--- src/rtl/tick_monitor.sv ---
// tick_monitor: measures clkin cycles between rising edges of tick_in, checks
// each interval against EXP_PERIOD +/- TOL, tracks lock and flags a missing tick.
// Define TICK_MONITOR_STICKY_TIMEOUT_EN for a timeout flag held until rst;
// otherwise timeout is a one-cycle pulse.
module tick_monitor #(
  parameter int unsigned      N_BIT      = 16,
  parameter logic [N_BIT-1:0] EXP_PERIOD = 16'd50001,
  parameter logic [N_BIT-1:0] TOL        = 16'd0,
  parameter int unsigned      LOCK_N     = 4
) (
  input  logic             clkin,
  input  logic             rst,
  input  logic             enable,
  input  logic             tick_in,
  output logic [N_BIT-1:0] period,
  output logic             period_valid,
  output logic             in_range,
  output logic             timeout,
  output logic             locked
);

  localparam int unsigned LW = $clog2(LOCK_N + 1);
  localparam logic [N_BIT:0] HI = {1'b0, EXP_PERIOD} + {1'b0, TOL};
  localparam logic [N_BIT:0] LO = (EXP_PERIOD >= TOL) ? ({1'b0, EXP_PERIOD} - {1'b0, TOL}) : '0;
  localparam logic [LW-1:0] LOCK_MAX = LW'(LOCK_N);

  typedef enum logic {
    ST_IDLE,
    ST_MEASURE
  } state_e;

  state_e           state_q, state_d;
  logic             prev_q, prev_d;
  logic [N_BIT-1:0] cnt_q, cnt_d;
  logic [N_BIT-1:0] period_q, period_d;
  logic             period_valid_q, period_valid_d;
  logic             in_range_q, in_range_d;
  logic             timeout_q, timeout_d;
  logic             locked_q, locked_d;
  logic [LW-1:0]    lock_q, lock_d;

  logic             tick_edge;
  logic [N_BIT:0]   cnt_ext;
  logic             cnt_in_win;

  assign tick_edge  = tick_in & ~prev_q;
  assign cnt_ext    = {1'b0, cnt_q};
  assign cnt_in_win = (cnt_ext >= LO) && (cnt_ext <= HI);

  always_ff @(posedge clkin) begin
    if (rst) begin
      state_q        <= ST_IDLE;
      prev_q         <= 1'b0;
      cnt_q          <= '0;
      period_q       <= '0;
      period_valid_q <= 1'b0;
      in_range_q     <= 1'b0;
      timeout_q      <= 1'b0;
      locked_q       <= 1'b0;
      lock_q         <= '0;
    end else begin
      state_q        <= state_d;
      prev_q         <= prev_d;
      cnt_q          <= cnt_d;
      period_q       <= period_d;
      period_valid_q <= period_valid_d;
      in_range_q     <= in_range_d;
      timeout_q      <= timeout_d;
      locked_q       <= locked_d;
      lock_q         <= lock_d;
    end
  end

  // Edge priority over timeout: an edge landing exactly on cnt == HI is a valid period.
  always_comb begin
    state_d        = state_q;
    prev_d         = tick_in;
    cnt_d          = cnt_q;
    period_d       = period_q;
    period_valid_d = 1'b0;
    in_range_d     = in_range_q;
    locked_d       = locked_q;
    lock_d         = lock_q;
`ifdef TICK_MONITOR_STICKY_TIMEOUT_EN
    timeout_d      = timeout_q;
`else
    timeout_d      = 1'b0;
`endif

    if (enable) begin
      unique case (state_q)
        ST_IDLE: begin
          if (tick_edge) begin
            cnt_d   = {{(N_BIT-1){1'b0}}, 1'b1};
            state_d = ST_MEASURE;
          end
        end
        ST_MEASURE: begin
          if (tick_edge) begin
            period_d       = cnt_q;
            period_valid_d = 1'b1;
            cnt_d          = {{(N_BIT-1){1'b0}}, 1'b1};
            in_range_d     = cnt_in_win;
            if (cnt_in_win) begin
              lock_d = (lock_q == LOCK_MAX) ? lock_q : lock_q + 1'b1;
            end else begin
              lock_d = '0;
            end
            locked_d = (lock_d == LOCK_MAX);
          end else if (cnt_ext == HI) begin
            timeout_d = 1'b1;
            lock_d    = '0;
            locked_d  = 1'b0;
            cnt_d     = '0;
            state_d   = ST_IDLE;
          end else begin
            cnt_d = (cnt_q == '1) ? cnt_q : cnt_q + 1'b1;
          end
        end
        default: state_d = ST_IDLE;
      endcase
    end
  end

  assign period       = period_q;
  assign period_valid = period_valid_q;
  assign in_range     = in_range_q;
  assign timeout      = timeout_q;
  assign locked       = locked_q;

endmodule

--- config.mk ---
export PLATFORM = sky130hd
export DESIGN_NAME = tick_monitor
export DESIGN_NICKNAME = d
export VERILOG_FILES = /design/src/rtl/tick_monitor.sv
export SDC_FILE = /design/constraint.sdc
export NUM_CORES = 1
export LEC_CHECK = 0
export BUFFER_PORTS_ARGS = -buffer_cell sky130_fd_sc_hd__buf_2
export CAP_MARGIN = 10
export CELL_PAD_IN_SITES_DETAIL_PLACEMENT = 0
export CELL_PAD_IN_SITES_GLOBAL_PLACEMENT = 1
export CORE_MARGIN = 5
export CORE_UTILIZATION = 38
export DETAILED_ROUTE_END_ITERATION = 10
export PLACE_DENSITY = 0.75
export SLEW_MARGIN = 20
export SYNTH_ARGS = -nofsm -noshare
export SYNTH_HDL_FRONTEND = slang
export SYNTH_SLANG_ARGS = --single-unit
--- constraint.sdc ---
create_clock -name clkin -period 1.9 [get_ports clkin]
set_input_delay 0.285 -clock clkin [delete_from_list [all_inputs] [get_ports clkin]]
set_output_delay 0.285 -clock clkin [all_outputs]
set_load 0.05 [all_outputs]
==> impl_summary.txt <==
----------------------------------------------------
[Outcome]
  Run status ... complete, but fails checks
  Violated checks ... setup timing

[Worst setup path]
  Launch point of the worst path ... cnt_q[13]$_SDFFE_PP0P_
  Crit Path Max Fanout ... 4
  Register-to-Register Setup Slack ... -40 ps
  Startpoint types ... register
  Kind of end point of the critical path ... register
  Crit path largest cell delay ... 540 ps
  Worst r2r dst ... cnt_q[13]$_SDFFE_PP0P_
  Worst reg2reg path startpoint ... cnt_q[13]$_SDFFE_PP0P_
  Crit Path Category ... register to register
  Setup crit end ... cnt_q[13]$_SDFFE_PP0P_
  Worst Reg2Reg Path Length in Cells ... 7
  Sequence of cells on the critical path ... or4b_4 > nor4_4 > buf_4 > a211oi_2 > buf_4 > a31oi_1 > a21oi_1
  Stages on worst setup path ... 7
  Top cell family by delay on the critical path ... simple AND/OR/NAND/NOR gates
  CP most frequent cell ... sky130_fd_sc_hd__buf_4
  Cell with the largest stage delay on the worst path ... sky130_fd_sc_hd__or4b_4
  Data required time at the worst endpoint ... between 2000 and 2500 ps
  Buffers & Inverters on Critical Path ... 2
  Arrival time reported for the critical path endpoint ... 2130 ps

[Floorplan]
  Die area ... 6711 sq um
  Width of the die ... 81.92 um
  Starting density of the core ... 0.3873
  Chip height ... 81.92 um
  Standard-cell row count ... 26
  I/O pin count ... 24
  Floorplan core area ... 5075 sq um

[Clocking]
  Clock Sink Count ... 41
  CTS Hold Bufs ... 0
  CTS root buf ... sky130_fd_sc_hd__clkbuf_8
  H-tree lvl count ... 2
  Clock buffer count from CTS ... 5
  Clock Tree Buf Depth ... 2
  Clock Pin Slew Worst Setup and Hold Paths ... 80 ps
  TritonCTS clock tree ... done
  Clock insertion delay at the later pin of the skew report ... 300 ps

[STA]
  Worst Clk Skew ... 5.245 ps
  Final Hold Fails ... 0
  Minimum setup slack in the final design ... -43.18 ps
  Worst relative slew slack ... 0.6167
  Post-route worst hold slack ... 219.0 ps
  Final worst path period share ... 1.023
  Count of pins over their slew limit ... 0
  Minimum period implied by the final worst setup slack ... 1943 ps
  Final-report setup violation count ... 7
  Highest clock rate ... 514.6 MHz
  Summed negative setup slack over all endpoints ... -123.1 ps
  Slew at the pin closest to its max-slew limit ... 569.0 ps
  RSZ-0062 raised after global routing ... yes

[Placed design]
  Number of port buffers ... 23
  Final weighted congestion in routability-driven placement ... between 0.8 and 0.9
  HPWL after DPL ... approximately 3700 um

[Logic synthesis]
  Number of synthesis warnings ... 0
  Number of flip-flops and latches in the synthesized netlist ... between 40 and 50
  Syn Nets ... 257
  Average instance area after synthesis ... around 7.9 sq um
  Cell type with the highest aggregate area in the netlist ... sky130_fd_sc_hd__dfxtp_1
  Netlist Area Pre-Place ... just under 2000 sq um
  Biggest area contributors in the synthesized netlist ... sky130_fd_sc_hd__dfxtp_1 42%, sky130_fd_sc_hd__a21oi_1 9.4%, sky130_fd_sc_hd__nand2_1 8.2%, sky130_fd_sc_hd__nand3_1 3.6%, sky130_fd_sc_hd__nand4_1 3.2%
  Synth top area share ... 0.4176
  Cells after Synth ... 249
  Number of distinct library cell variants in the gate-level netlist after synthesis ... 39
  Register area share after synthesis ... 0.4176

[Detailed routing]
  Via-per-instance ratio ... 5.114
  Starting DRT DRC Count ... 137
  Routed wirelength normalized by instance count ... 13.63 um
  Routed via count ... 1933
  Post-route DRC ... 0
  Count of nets left with antenna violations after detail routing ... 0
  Total Routed Length ... 5152 um
  Iteration count of the initial detailed-routing pass ... 4

[Global route]
  Total global-route track usage ... 0.1657
  Vias in the first global route ... 1802
  Maximum number of pins on one net before global-route repair ... 21
  Initial antenna violation count ... 0
  Grt ovf ... 0
  First-pass GRT wire length ... 8480 um

[Pwr]
  Total leakage power ... slightly below 0.001 uW
  Power per unit of standard cell area ... approximately 600 nW/um^2
  Maximum vdd drop ... 0.0002824 V

[Layout]
  Total number of nets in the final design ... 315
  Share of post-route cells with drive strength above 1 ... 0.3182
  Number of inserted filler cells in the final layout ... 531
  Diodes inserted ... 0
  Growth of design area from synthesis to finish ... 31.13%

[Job]
  Max Cap Viol ... 0

[Worst hold path]
  Hold/Removal Path Class ... input port to register

----------------------------------------------------
placed cells by master, fill, tap and decap left out, drive strengths merged, types with 3 or more instances in the layout:
| cell | n |
|---|---|
| nor4 | 3 |
| inv | 16 |
| a31oi | 4 |
| ha | 4 |
| nand2 | 44 |
| a211oi | 5 |
| o22ai | 7 |
| nand2b | 4 |
| a21oi | 38 |
| buf | 66 |
| dfxtp | 41 |
| o21ai | 9 |
| clkbuf | 6 |
| nor2 | 7 |
| nand3 | 14 |
| nand4 | 10 |
| mux2i | 3 |
| and2 | 3 |
routing by layer:
layer,vias up,wire length [um],GRT usage,share of wire
met3,7,197,0.03618,0.038
met4,0,70,0.06478,0.014
met1,886,2463,0.2136,0.48
li1,1003,-,-,-
met5,-,0,0,0
met2,37,2420,0.2682,0.47
cell families (layout without fill, tap and decap cells):
logic type      count (synthesis)  in the layout  synth area share
compound gates                 71             71            0.2126
fa+ha+maj                       4              4           0.02546
flops                          41             41            0.4176
simple gates                   98             99            0.2623
buf+inv                        32             90           0.06683
mux                             3              3           0.01528
report_power, final:
part	switching, uW	internal [uW]
Clock	305	255
Combinational	72.1	45.3
Sequential	3.51	863
Total	380	1160
worst min path at each step:
stage,startpoint,endpoint,slack (ps),cells past startpoint
floorplan,tick_in,prev_q$_SDFF_PP0_,410,1
global placement,period[4]$_SDFFE_PP0P_,period[4]$_SDFFE_PP0P_,440,2
detailed placement,period[14]$_SDFFE_PP0P_,period[14]$_SDFFE_PP0P_,440,2
CTS,tick_in,prev_q$_SDFF_PP0_,220,2
global route,tick_in,prev_q$_SDFF_PP0_,220,2
finish,tick_in,prev_q$_SDFF_PP0_,220,2
synthesized netlist by cell type:
library cell               count
sky130_fd_sc_hd__and3_1        2
sky130_fd_sc_hd__o31ai_1       2
sky130_fd_sc_hd__nor3b_1       1
sky130_fd_sc_hd__o21ai_1       1
sky130_fd_sc_hd__nor2b_1       2
sky130_fd_sc_hd__a31oi_1       4
sky130_fd_sc_hd__nand4_1      10
sky130_fd_sc_hd__o32a_1        1
sky130_fd_sc_hd__or4_1         1
sky130_fd_sc_hd__and2_1        2
sky130_fd_sc_hd__nand2b_1      4
sky130_fd_sc_hd__nor3_1        2
sky130_fd_sc_hd__or3_1         1
sky130_fd_sc_hd__nand2_1      43
sky130_fd_sc_hd__o21ai_0       8
sky130_fd_sc_hd__a21oi_1      37
sky130_fd_sc_hd__or4b_4        1
sky130_fd_sc_hd__a221o_1       1
sky130_fd_sc_hd__and2_0        1
sky130_fd_sc_hd__o22ai_1       7
sky130_fd_sc_hd__buf_2         3
sky130_fd_sc_hd__o41ai_1       1
sky130_fd_sc_hd__o32ai_1       1
sky130_fd_sc_hd__nor4_4        2
sky130_fd_sc_hd__inv_1        16
sky130_fd_sc_hd__nor2_1        7
sky130_fd_sc_hd__dfxtp_1      41
sky130_fd_sc_hd__a21oi_2       1
sky130_fd_sc_hd__o221a_2       1
sky130_fd_sc_hd__nor4_1        1
sky130_fd_sc_hd__buf_6         1
sky130_fd_sc_hd__ha_1          4
sky130_fd_sc_hd__nand3_1      14
sky130_fd_sc_hd__a211oi_1      5
sky130_fd_sc_hd__mux2i_1       3
sky130_fd_sc_hd__nand3b_1      2
sky130_fd_sc_hd__a22o_1        1
sky130_fd_sc_hd__nand4b_1      2
sky130_fd_sc_hd__clkbuf_1     12
flip-flops by register name (all words and copies together) (netlist names):
name          flops
prev_q            1
locked            1
lock_q            3
cnt_q            16
state_q           1
in_range          1
period           16
timeout           1
period_valid      1
per-stage QoR:
| stage | area, sq um | total power (uW) | worst slack (ps) | instances | utilization |
|---|---|---|---|---|---|
| global placement | 2417 | 991.9 | -19.42 | 367 | 0.4763 |
| floorplan | 1984 | 949.1 | -68.28 | 249 | - |
| detailed placement | 2417 | 991.6 | -67.21 | 367 | 0.4763 |
| CTS | 2555 | 1561 | -86.98 | 378 | 0.5035 |
| global route | 2577 | 1610 | -127.1 | 378 | 0.5079 |
| finish | 2577 | 1544 | -43.18 | 378 | 0.5079 |
repair_timing:
| item | 4_1_cts | 5_1_grt |
|---|---|---|
| hold endpoints to repair | 0 | 0 |
| endpoints found under the setup margin | 19 | 22 |
| pin swaps | 7 | 3 |
| buffers inserted | 1 | 0 |
| gates resized for setup | 15 | 9 |
| gates cloned | 2 | 0 |
area by class of cell:
| type | instances | area, sq um | share of cell area |
|---|---|---|---|
| Multi-Input combinational cell | 177 | 1082 | 0.4199 |
| Sequential cell | 41 | 825.8 | 0.3204 |
| Timing Repair Buffer | 66 | 439.2 | 0.1704 |
| Tap cell | 70 | 87.58 | 0.03398 |
| Clock buffer | 6 | 72.57 | 0.02816 |
| Inverter | 16 | 60.06 | 0.02330 |
| Clock inverter | 2 | 10.01 | 0.003883 |
worst reg2reg max path: cells and delay by family (launching register included):
kind	cells	cell delay (ps)
AO/OA/AOI/OAI	3	270
buffers and inverters	2	370
flip-flops	1	320
AND/OR/NAND/NOR	2	860
(Power assumes the default switching activity.)
